`src/rtl/block_mover.sv`:
```
// Falling-block mover: slides a block left/right across a row, lands it on
// a player drop, checks overlap against the previous landing and sequences
// rows until a miss (game over) or a full stack (win).
//
// state | meaning
// ------+-----------------------------------------------------------
// LOAD  | latch start x/y/direction of the current row
// MOVE  | step the block on tick, bounce at the edges, wait for drop
// LAND  | evaluate overlap, record landing, pulse inc_row on success
// WAIT  | one idle cycle so the upstream row counter can advance
// OVER  | failed landing, absorbing until reset
// DONE  | all rows landed, absorbing until reset
module block_mover #(
  parameter logic [7:0] X_MAX    = 8'd144,
  parameter logic [7:0] BLOCK_W  = 8'd16,
  parameter logic [7:0] STEP     = 8'd2,
  parameter logic [2:0] NUM_ROWS = 3'd7
) (
  input  logic       clk,
  input  logic       resetn,
  input  logic       tick,
  input  logic       drop,
  input  logic       new_direction,
  input  logic [7:0] new_x_position,
  input  logic [6:0] new_y_position,
  output logic       inc_row,
  output logic [7:0] x_pos,
  output logic [6:0] y_pos,
  output logic [7:0] landed_x,
  output logic       game_over,
  output logic       win
);

  typedef enum logic [2:0] {
    S_LOAD, S_MOVE, S_LAND, S_WAIT, S_OVER, S_DONE
  } state_t;

  state_t     state_q, state_d;
  logic [7:0] x_q, x_d;
  logic [6:0] y_q, y_d;
  logic       dir_q, dir_d;
  logic [7:0] landed_q, landed_d;
  logic [2:0] rows_q, rows_d;
  logic       inc_row_q, inc_row_d;
  logic       game_over_q, game_over_d;
  logic       win_q, win_d;

  logic [8:0] right_sum;
  logic [8:0] diff9;
  logic [3:0] rows_next;
  logic       land_ok;
  logic       more_rows;

  // Overlap and row-count helpers; 9-bit so no comparison can wrap.
  always_comb begin
    right_sum = {1'b0, x_q} + {1'b0, STEP};
    if (x_q >= landed_q) diff9 = {1'b0, x_q} - {1'b0, landed_q};
    else                 diff9 = {1'b0, landed_q} - {1'b0, x_q};
    land_ok   = (rows_q == 3'd0) || (diff9 < {1'b0, BLOCK_W});
    rows_next = {1'b0, rows_q} + 4'd1;
    more_rows = rows_next < {1'b0, NUM_ROWS};
  end

  // Next-state and next-output computation for the mover FSM.
  always_comb begin
    state_d     = state_q;
    x_d         = x_q;
    y_d         = y_q;
    dir_d       = dir_q;
    landed_d    = landed_q;
    rows_d      = rows_q;
    inc_row_d   = 1'b0;
    game_over_d = game_over_q;
    win_d       = win_q;
    case (state_q)
      S_LOAD: begin
        x_d     = new_x_position;
        y_d     = new_y_position;
        dir_d   = new_direction;
        state_d = S_MOVE;
      end
      S_MOVE: begin
        if (drop) begin
          // x is frozen from here on, so the landing verdict is known now and
          // inc_row can be registered to coincide with the LAND cycle.
          state_d   = S_LAND;
          inc_row_d = land_ok && more_rows;
        end else if (tick) begin
          if (dir_q) begin
            if (right_sum >= {1'b0, X_MAX}) begin
              x_d   = X_MAX;
              dir_d = 1'b0;
            end else begin
              x_d = right_sum[7:0];
            end
          end else begin
            if (x_q > STEP) begin
              x_d = x_q - STEP;
            end else begin
              x_d   = 8'd0;
              dir_d = 1'b1;
            end
          end
        end
      end
      S_LAND: begin
        if (land_ok) begin
          landed_d = x_q;
          rows_d   = rows_next[2:0];
          if (more_rows) begin
            state_d = S_WAIT;
          end else begin
            win_d   = 1'b1;
            state_d = S_DONE;
          end
        end else begin
          game_over_d = 1'b1;
          state_d     = S_OVER;
        end
      end
      S_WAIT:  state_d = S_LOAD;
      S_OVER:  state_d = S_OVER;
      S_DONE:  state_d = S_DONE;
      default: state_d = S_LOAD;
    endcase
  end

  // State and output registers with synchronous active-low reset.
  always_ff @(posedge clk) begin
    if (!resetn) begin
      state_q     <= S_LOAD;
      x_q         <= 8'd0;
      y_q         <= 7'd0;
      dir_q       <= 1'b1;
      landed_q    <= 8'd0;
      rows_q      <= 3'd0;
      inc_row_q   <= 1'b0;
      game_over_q <= 1'b0;
      win_q       <= 1'b0;
    end else begin
      state_q     <= state_d;
      x_q         <= x_d;
      y_q         <= y_d;
      dir_q       <= dir_d;
      landed_q    <= landed_d;
      rows_q      <= rows_d;
      inc_row_q   <= inc_row_d;
      game_over_q <= game_over_d;
      win_q       <= win_d;
    end
  end

  assign inc_row   = inc_row_q;
  assign x_pos     = x_q;
  assign y_pos     = y_q;
  assign landed_x  = landed_q;
  assign game_over = game_over_q;
  assign win       = win_q;

endmodule

```
`config.mk`:
```
export PLATFORM = sky130hd
export DESIGN_NAME = block_mover
export DESIGN_NICKNAME = d
export VERILOG_FILES = /design/src/rtl/block_mover.sv
export SDC_FILE = /design/constraint.sdc
export NUM_CORES = 1
export LEC_CHECK = 0
export CAP_MARGIN = 20
export CELL_PAD_IN_SITES_DETAIL_PLACEMENT = 0
export CELL_PAD_IN_SITES_GLOBAL_PLACEMENT = 1
export CORE_ASPECT_RATIO = 2
export CORE_MARGIN = 4
export CORE_UTILIZATION = 42
export CTS_CLUSTER_DIAMETER = 40
export CTS_CLUSTER_SIZE = 25
export DETAILED_ROUTE_END_ITERATION = 7
export PLACE_DENSITY_LB_ADDON = 0.1
export SLEW_MARGIN = 20
export SYNTH_ARGS = -nofsm -noshare
export SYNTH_HDL_FRONTEND = slang
export SYNTH_SLANG_ARGS = --single-unit
```
`constraint.sdc`:
```
create_clock -name clk -period 4.8 [get_ports clk]
set_input_delay 1.2 -clock clk [delete_from_list [all_inputs] [get_ports clk]]
set_output_delay 1.2 -clock clk [all_outputs]
set_load 0.05 [all_outputs]
```
==> results of run 1 <==
[worst max path at each step]
stage                        start     endpoint  slack, ns  cells after the start
after floorplan           x_pos[4]  landed_x[5]       1.72                     12
after global placement    x_pos[1]    rows_q[1]       1.58                      9
after detailed placement  x_pos[4]    rows_q[0]       1.54                      9
after CTS                 x_pos[4]  landed_x[6]       1.52                      9
after global routing      x_pos[4]  landed_x[0]       1.26                      9
final                     x_pos[4]  landed_x[6]       1.52                      9
[state kept, by name, indices dropped and copies added, names as in the netlist]
signal	count
y_pos	7
win	1
inc_row	1
dir_q	1
landed_x	8
x_pos	8
rows_q	3
state_q	3
game_over	1
[per-layer routing]
| layer | routed length, µm | vias up |
|---|---|---|
| met5 | 0 | - |
| met4 | 429 | 0 |
| met3 | 227 | 28 |
| met2 | 3920 | 73 |
| met1 | 2650 | 1120 |
| li1 | - | 1182 |
[logic make-up (layout without fill, tap and decap cells)]
| kind of cell | count (synthesis) | count (layout) | share of synthesized area [%] |
|---|---|---|---|
| muxes | 19 | 19 | 7.68 |
| xor gates and xnor gates | 4 | 4 | 1.41 |
| adders and majority gates | 22 | 22 | 11.0 |
| buffers and inverters | 42 | 78 | 7.38 |
| DFF | 33 | 33 | 26.5 |
| and+or+nand+nor | 107 | 107 | 21.9 |
| AOI/OAI and AO/OA | 82 | 82 | 24.1 |
[stage by stage]
stage	total power [mW]	cell area [µm²]	setup slack [ns]
floorplan	0.618	2490	1.72
global placement	0.730	2940	1.58
detailed placement	0.728	2940	1.54
CTS	1.05	3090	1.52
global route	1.10	3090	1.26
finish	1.04	3090	1.52
[worst min-delay path, stage by stage, from the launching register on]
cell and delay [ns]:
sky130_fd_sc_hd__dfxtp_1 0.33, sky130_fd_sc_hd__nand2_1 0.05, sky130_fd_sc_hd__o21ai_0 0.06
[placed cells by master (no fill, tap or decap), drive strengths merged, types with 3 or more instances in the layout]
master	instances
a211oi	6
a21o	5
a21oi	14
a221oi	4
a31oi	6
and2	4
and3	7
clkbuf	6
clkdlybuf4s50	45
dfxtp	33
ha	22
inv	24
mux2i	18
nand2	35
nand2b	5
nand3	9
nor2	19
nor2b	12
nor3	6
o211ai	4
o21a	4
o21ai	12
o22ai	3
o31ai	4
xnor2	4
[area by class of cell]
type                       count  area (µm²)
fill                         578        2670
timing repair buffer          47         465
clock buffer                   6         139
tap                           61        76.3
clock inverter                 1        7.51
inverter                      24        90.1
multi-input combinational    234        1650
sequential                    33         661
[where the power goes]
group	switching [mW]	internal [mW]
logic	0.235	0.158
registers	0.0375	0.294
clock network	0.115	0.203
total	0.387	0.655
==> flow_summary_export.csv, run 1 <==
group,metric,value,unit
logic_synthesis,synth_edf_count,0,
global_routing,met1_usage,19.2,%
logic_synthesis,synth.most_common_cell,"sky130_fd_sc_hd__nand2_1",
placed_design,dpl.hpwl,5.64,mm
logic_synthesis,seq_area_frac_synth,26.5,%
sta,grt_setup_unrepaired,"false",
clock_tree,tritoncts.num_buffers,5,
route,drc,0,
sta,achievable-frequency,305,MHz
worst_setup_path,cpMaxStageDelayCell,"sky130_fd_sc_hd__dfxtp_1",
die,coreArea,0.00576,mm²
die,start_util,43.3,%
logic_synthesis,post_synth_instance_area,0.00249,mm²
worst_setup_path,timing.critical_path.buf_inv,1,
worst_setup_path,setup.reg_to_reg.worst_slack,1.52,ns
sta,timing_max_transition_violations_final,0,
sta,fin_tns_setup,0,ns
cells_and_area,area_delta_synth_final,23.8,%
placed_design,placement.io_buffers,45,
worst_setup_path,critical_path.top_delay_family,"compound AO/OA/AOI/OAI gates",
worst_setup_path,setup_crit_end_kind,"register",
worst_setup_path,crit_required,5.00,ns
sta,timing.final.hold_violations,0,
clock_tree,clock_slew_at_reported_path_ffs,0.05,ns
route,wl_per_cell,17.8,µm
route,detailroute.via_count,2403,
worst_setup_path,path_cells,"inv_1 > ha_1 > and4_4 > o2111a_1 > a211oi_2 > nor4b_2 > o2111ai_2 > a31oi_4 > mux2i_1",
sta,setup_violations,0,
clock_tree,clock_path_buffers,2,
logic_synthesis,syn_nets,351,
min_path,timing.hold.worst_endpoint,"game_over",
die,row_count,39,
clock_tree,postCtsSetupBuffers,0,
logic_synthesis,netlist-cell-type-count,55,
sta,min_period_over_period,68.2,%
clock_tree,cts_tree,"done",
clock_tree,clock_tree.root_cell,"sky130_fd_sc_hd__clkbuf_16",
worst_setup_path,r2r_cells,9,
logic_synthesis,synth-warning-count,0,
min_path,hold_class,"reg2reg",
global_routing,grt_busiest_layer,"met2",
die,chipWidth,62.5,µm
power_and_ir_drop,power_density,338,mW/mm²
worst_setup_path,worstSetupPathType,"reg2reg",
logic_synthesis,ys_top_cells_by_area,"sky130_fd_sc_hd__dfxtp_1, sky130_fd_sc_hd__ha_1, sky130_fd_sc_hd__mux2i_1",
clock_tree,clk_latency,0.27,ns
cells_and_area,finalNetCount,387,
sta,finalWorstPathRequiredPeriod,3.28,ns
sta,hold_slack,0.472,ns
sta,tightest_slew,0.868,ns
min_path,worst_hold_path.num_cells,2,
worst_setup_path,worst-path-max-fanout,12,
placed_design,place.gp.congestion,0.852,
global_routing,global_route.usage.total,20.3,%
die,die_area,0.00731,mm²
run,cap_viol_max_count,0,
global_routing,gr-usage-met2,39.9,%
power_and_ir_drop,power.ir.vdd_worst,343,µV
cells_and_area,final_layout_size_suffix_gt1_share,4.93,%
run_status,outcome,"finished clean",
route,routed_via_density,5.92,
clock_tree,clock_sink_count,33,
route,ant_nets,0,
logic_synthesis,synth_area_per_cell,8.07,µm²
die,chipHeight,117,µm
sta,slew_headroom,41.9,%
worst_setup_path,cp_arrival,3.48,ns
global_routing,grt_remaining_overflow,0,
worst_setup_path,worst_r2r_startpoint,"x_pos[4]",
clock_tree,clock_tree.htree_level_count,2,
min_path,min-delay-start,"game_over",
logic_synthesis,postSynthCellCount,309,
route,finalWirelength,7.22,mm
route,detailedRoute.firstPassIterationCount,4,
logic_synthesis,yosys-top-cells-count,"sky130_fd_sc_hd__nand2_1, sky130_fd_sc_hd__dfxtp_1, sky130_fd_sc_hd__inv_1",
logic_synthesis,synth_seq_cells,33,
logic_synthesis,post_synth_top_area_cell,"sky130_fd_sc_hd__dfxtp_1",
cells_and_area,finalNonFillerCells,406,
cells_and_area,antenna_cells_inserted,0,
global_routing,grt_start_max_net_pins,34,
logic_synthesis,async_reset_ff_share,0,%
route,detail_route.iter0.violations,116,
die,design.portCount,46,
cells_and_area,fin_util,53.6,%
global_routing,met3_usage,2.39,%
logic_synthesis,prevailing_post_synth_register_cell,"sky130_fd_sc_hd__dfxtp_1",
global_routing,wire_length_of_the_first_global_routing_pass,11.7,mm
global_routing,antenna_found_initial,0,
worst_setup_path,cp-start-kind,"register",
worst_setup_path,critPathMaxStageDelay,0.56,ns
placed_design,place_inst,399,
sta,finalClockSkew,0.00253,ns
power_and_ir_drop,cellLeakagePower,1.19,nW
worst_setup_path,r2r_end,"landed_x[6]",
clock_tree,cts-hold-fix-buffers,0,
clock_tree,ctsResizeCount,0,
logic_synthesis,synth_top_area_share,26.5,%
global_routing,number_of_global_route_vias_before_repair,2401,
Note: power is estimated with default switching activity, not from simulation.
==> inputs of run 2 (changes only) <==
CORE_UTILIZATION = 35   (was 42)
clock period = 3 ns   (was 4.8 ns; I/O delays follow)
==> run 2 against run 1 <==
Power up 64%. Sequential share of layout area down 1.1 points. Combinational power up 80%. Clock power up 58%. Design area up 5.7%. Via count up 0.71%. Critical endpoint is now landed_x[7]. Highest routed layer unchanged.
==> flow_summary_export.csv, run 2 (synthesis results as in run 1) <==
group,metric,value,unit
global_routing,antenna_found_initial,0,
worst_setup_path,critical_path.endpoint,"landed_x[7]",
route,drc,0,
die,design.portCount,46,
clock_tree,tritoncts.num_buffers,5,
clock_tree,postCtsSetupBuffers,0,
clock_tree,ctsResizeCount,0,
route,routed_via_density,5.34,
route,ant_nets,0,
die,chipHeight,127,µm
clock_tree,clock_tree.htree_level_count,2,
cells_and_area,multiInputGateArea,0.00165,mm²
power_and_ir_drop,power_density,524,mW/mm²
route,detailroute.via_count,2420,
worst_setup_path,cpMaxStageDelayCell,"sky130_fd_sc_hd__dfxtp_2",
worst_setup_path,path_cells,"inv_1 > ha_1 > and4_4 > o2111a_1 > a211oi_2 > nor4b_2 > o2111ai_2 > a31oi_4 > buf_12 > mux2i_1",
clock_tree,cts-hold-fix-buffers,0,
sta,achievable-frequency,363,MHz
cells_and_area,filler_cell_count,696,
worst_setup_path,critical_path.top_delay_family,"compound AO/OA/AOI/OAI gates",
placed_design,placement.io_buffers,45,
min_path,hold_class,"reg2reg",
clock_tree,clk_latency,0.28,ns
cells_and_area,finalNetCount,404,
die,chipWidth,67.7,µm
global_routing,wire_length_of_the_first_global_routing_pass,12.2,mm
worst_setup_path,worst_r2r_startpoint,"x_pos[4]",
global_routing,grt_remaining_overflow,0,
worst_setup_path,worst-path-max-fanout,12,
worst_setup_path,r2r_end,"landed_x[7]",
power_and_ir_drop,clock_power_share,29.4,%
route,detail_route.iter0.violations,77,
clock_tree,clock_tree.root_cell,"sky130_fd_sc_hd__clkbuf_16",
clock_tree,cts_tree,"done",
power_and_ir_drop,power.ir.vdd_worst,375,µV
power_and_ir_drop,seq_power_share,29.1,%
worst_setup_path,critical_path_cell_count,10,
placed_design,dpl.hpwl,6.05,mm
cells_and_area,seqCellArea,663,µm²
worst_setup_path,crit_required,3.21,ns
power_and_ir_drop,cell_internal_pwr,1.06,mW
worst_setup_path,worstSetupPathType,"reg2reg",
route,wl_per_cell,16.7,µm
sta,timing.final.hold_violations,0,
sta,fin_tns_setup,0,ns
route,finalWirelength,7.55,mm
cells_and_area,final_cell_mix,"sky130_fd_sc_hd__clkdlybuf4s50_1, sky130_fd_sc_hd__nand2_1, sky130_fd_sc_hd__dfxtp_1",
global_routing,global_route.usage.total,19.0,%
global_routing,grt_start_max_net_pins,33,
worst_setup_path,worstSetupStartpoint,"x_pos[4]",
sta,min_period_over_period,91.7,%
worst_setup_path,r2r_cells,10,
sta,tightest_slew,0.913,ns
cells_and_area,area_delta_synth_final,30.9,%
worst_setup_path,setup.reg_to_reg.worst_slack,0.25,ns
die,row_count,43,
power_and_ir_drop,switching_share,37.9,%
worst_setup_path,setup_crit_end_kind,"register",
die,coreArea,0.00694,mm²
worst_setup_path,cp-start-kind,"register",
power_and_ir_drop,p_comb_share,41.5,%
sta,grt_setup_unrepaired,"false",
global_routing,number_of_global_route_vias_before_repair,2533,
cells_and_area,finalNonFillerCells,453,
power_and_ir_drop,power.switching,0.648,mW
clock_tree,clock_slew_at_reported_path_ffs,0.06,ns
worst_setup_path,critPathMaxStageDelay,0.43,ns
sta,setup_violations,0,
die,start_util,35.9,%
worst_setup_path,timing.critical_path.buf_inv,2,
cells_and_area,antenna_cells_inserted,0,
route,detailedRoute.firstPassIterationCount,4,
run,cap_viol_max_count,0,
clock_tree,clock_path_buffers,2,
placed_design,place.gp.congestion,0.912,
run_status,outcome,"finished clean",
placed_design,place_inst,445,
power_and_ir_drop,cellLeakagePower,1.28,nW
worst_setup_path,cp_arrival,2.97,ns
die,die_area,0.00862,mm²
sta,finalWorstPathRequiredPeriod,2.75,ns
sta,timing_max_transition_violations_final,0,
cells_and_area,fin_util,47.0,%
sta,slew_headroom,38.8,%
clock_tree,clock_sink_count,33,
sta,finalClockSkew,0.00352,ns
cells_and_area,layout_commonest_cell,"sky130_fd_sc_hd__clkdlybuf4s50_1",
cells_and_area,final_layout_size_suffix_gt1_share,10.2,%
==> run 2: cell count changes in the layout (fill, tap and decap cells not counted) <==
cell                       previous run  this run
sky130_fd_sc_hd__buf_12               0         1
sky130_fd_sc_hd__clkinv_2             0         2
sky130_fd_sc_hd__dfxtp_2              0         2
sky130_fd_sc_hd__dfxtp_1             33        31
sky130_fd_sc_hd__clkbuf_8             1         0
sky130_fd_sc_hd__buf_4                2        18
==> run 2: area by class of cell <==
cell class / instances / area share (%)
multi-input cells: 234 / 50.5
well taps: 90 / 3.45
inverters: 24 / 2.76
clock buffers: 5 / 3.84
repair buffers: 64 / 18.6
clock inverters: 3 / 0.537
flip-flops and latches: 33 / 20.3
==> run 2: power groups by stage <==
stage	Combinational [mW]	Sequential, mW	Clock [mW]
final	0.709	0.498	0.502
after global routing	0.771	0.503	0.533
after CTS	0.712	0.498	0.517
after detailed placement	0.709	0.507	0
after global placement	0.714	0.507	0
after floorplan	0.396	0.594	0
==> run 2: worst register-to-register path, stage by stage, from the launching register on <==
cell	delay (ns)
sky130_fd_sc_hd__dfxtp_2	0.43
sky130_fd_sc_hd__inv_1	0.14
sky130_fd_sc_hd__ha_1	0.34
sky130_fd_sc_hd__and4_4	0.23
sky130_fd_sc_hd__o2111a_1	0.15
sky130_fd_sc_hd__a211oi_2	0.21
sky130_fd_sc_hd__nor4b_2	0.25
sky130_fd_sc_hd__o2111ai_2	0.28
sky130_fd_sc_hd__a31oi_4	0.30
sky130_fd_sc_hd__buf_12	0.16
sky130_fd_sc_hd__mux2i_1	0.18
==> run 2: per-stage QoR <==
| step | hold WS [ns] | total power, mW | instance area [µm²] | setup slack (ns) |
|---|---|---|---|---|
| after global routing | 0.527 | 1.81 | 3260 | 0.0394 |
| after CTS | 0.486 | 1.73 | 3260 | 0.244 |
| after floorplan | 0.465 | 0.990 | 2490 | 0.0223 |
| after global placement | 0.462 | 1.22 | 3120 | 0.356 |
| after detailed placement | 0.473 | 1.22 | 3120 | 0.269 |
| final | 0.479 | 1.71 | 3260 | 0.248 |
==> run 2: worst min-delay path by stage <==
stage	startpoint	endpoint	slack, ns	cells after the start
floorplan	rows_q[0]	rows_q[0]	0.47	2
global placement	game_over	game_over	0.46	2
global route	game_over	game_over	0.53	2
detailed placement	game_over	game_over	0.47	2
CTS	game_over	game_over	0.49	2
finish	game_over	game_over	0.48	2
==> run 2: metal layers <==
metal | GRT usage (%) | part of all wire, %
met3 | 2.73 | 3.3
met5 | 0 | 0
met1 | 18.6 | 36
met2 | 35.3 | 56
met4 | 11.4 | 4.9
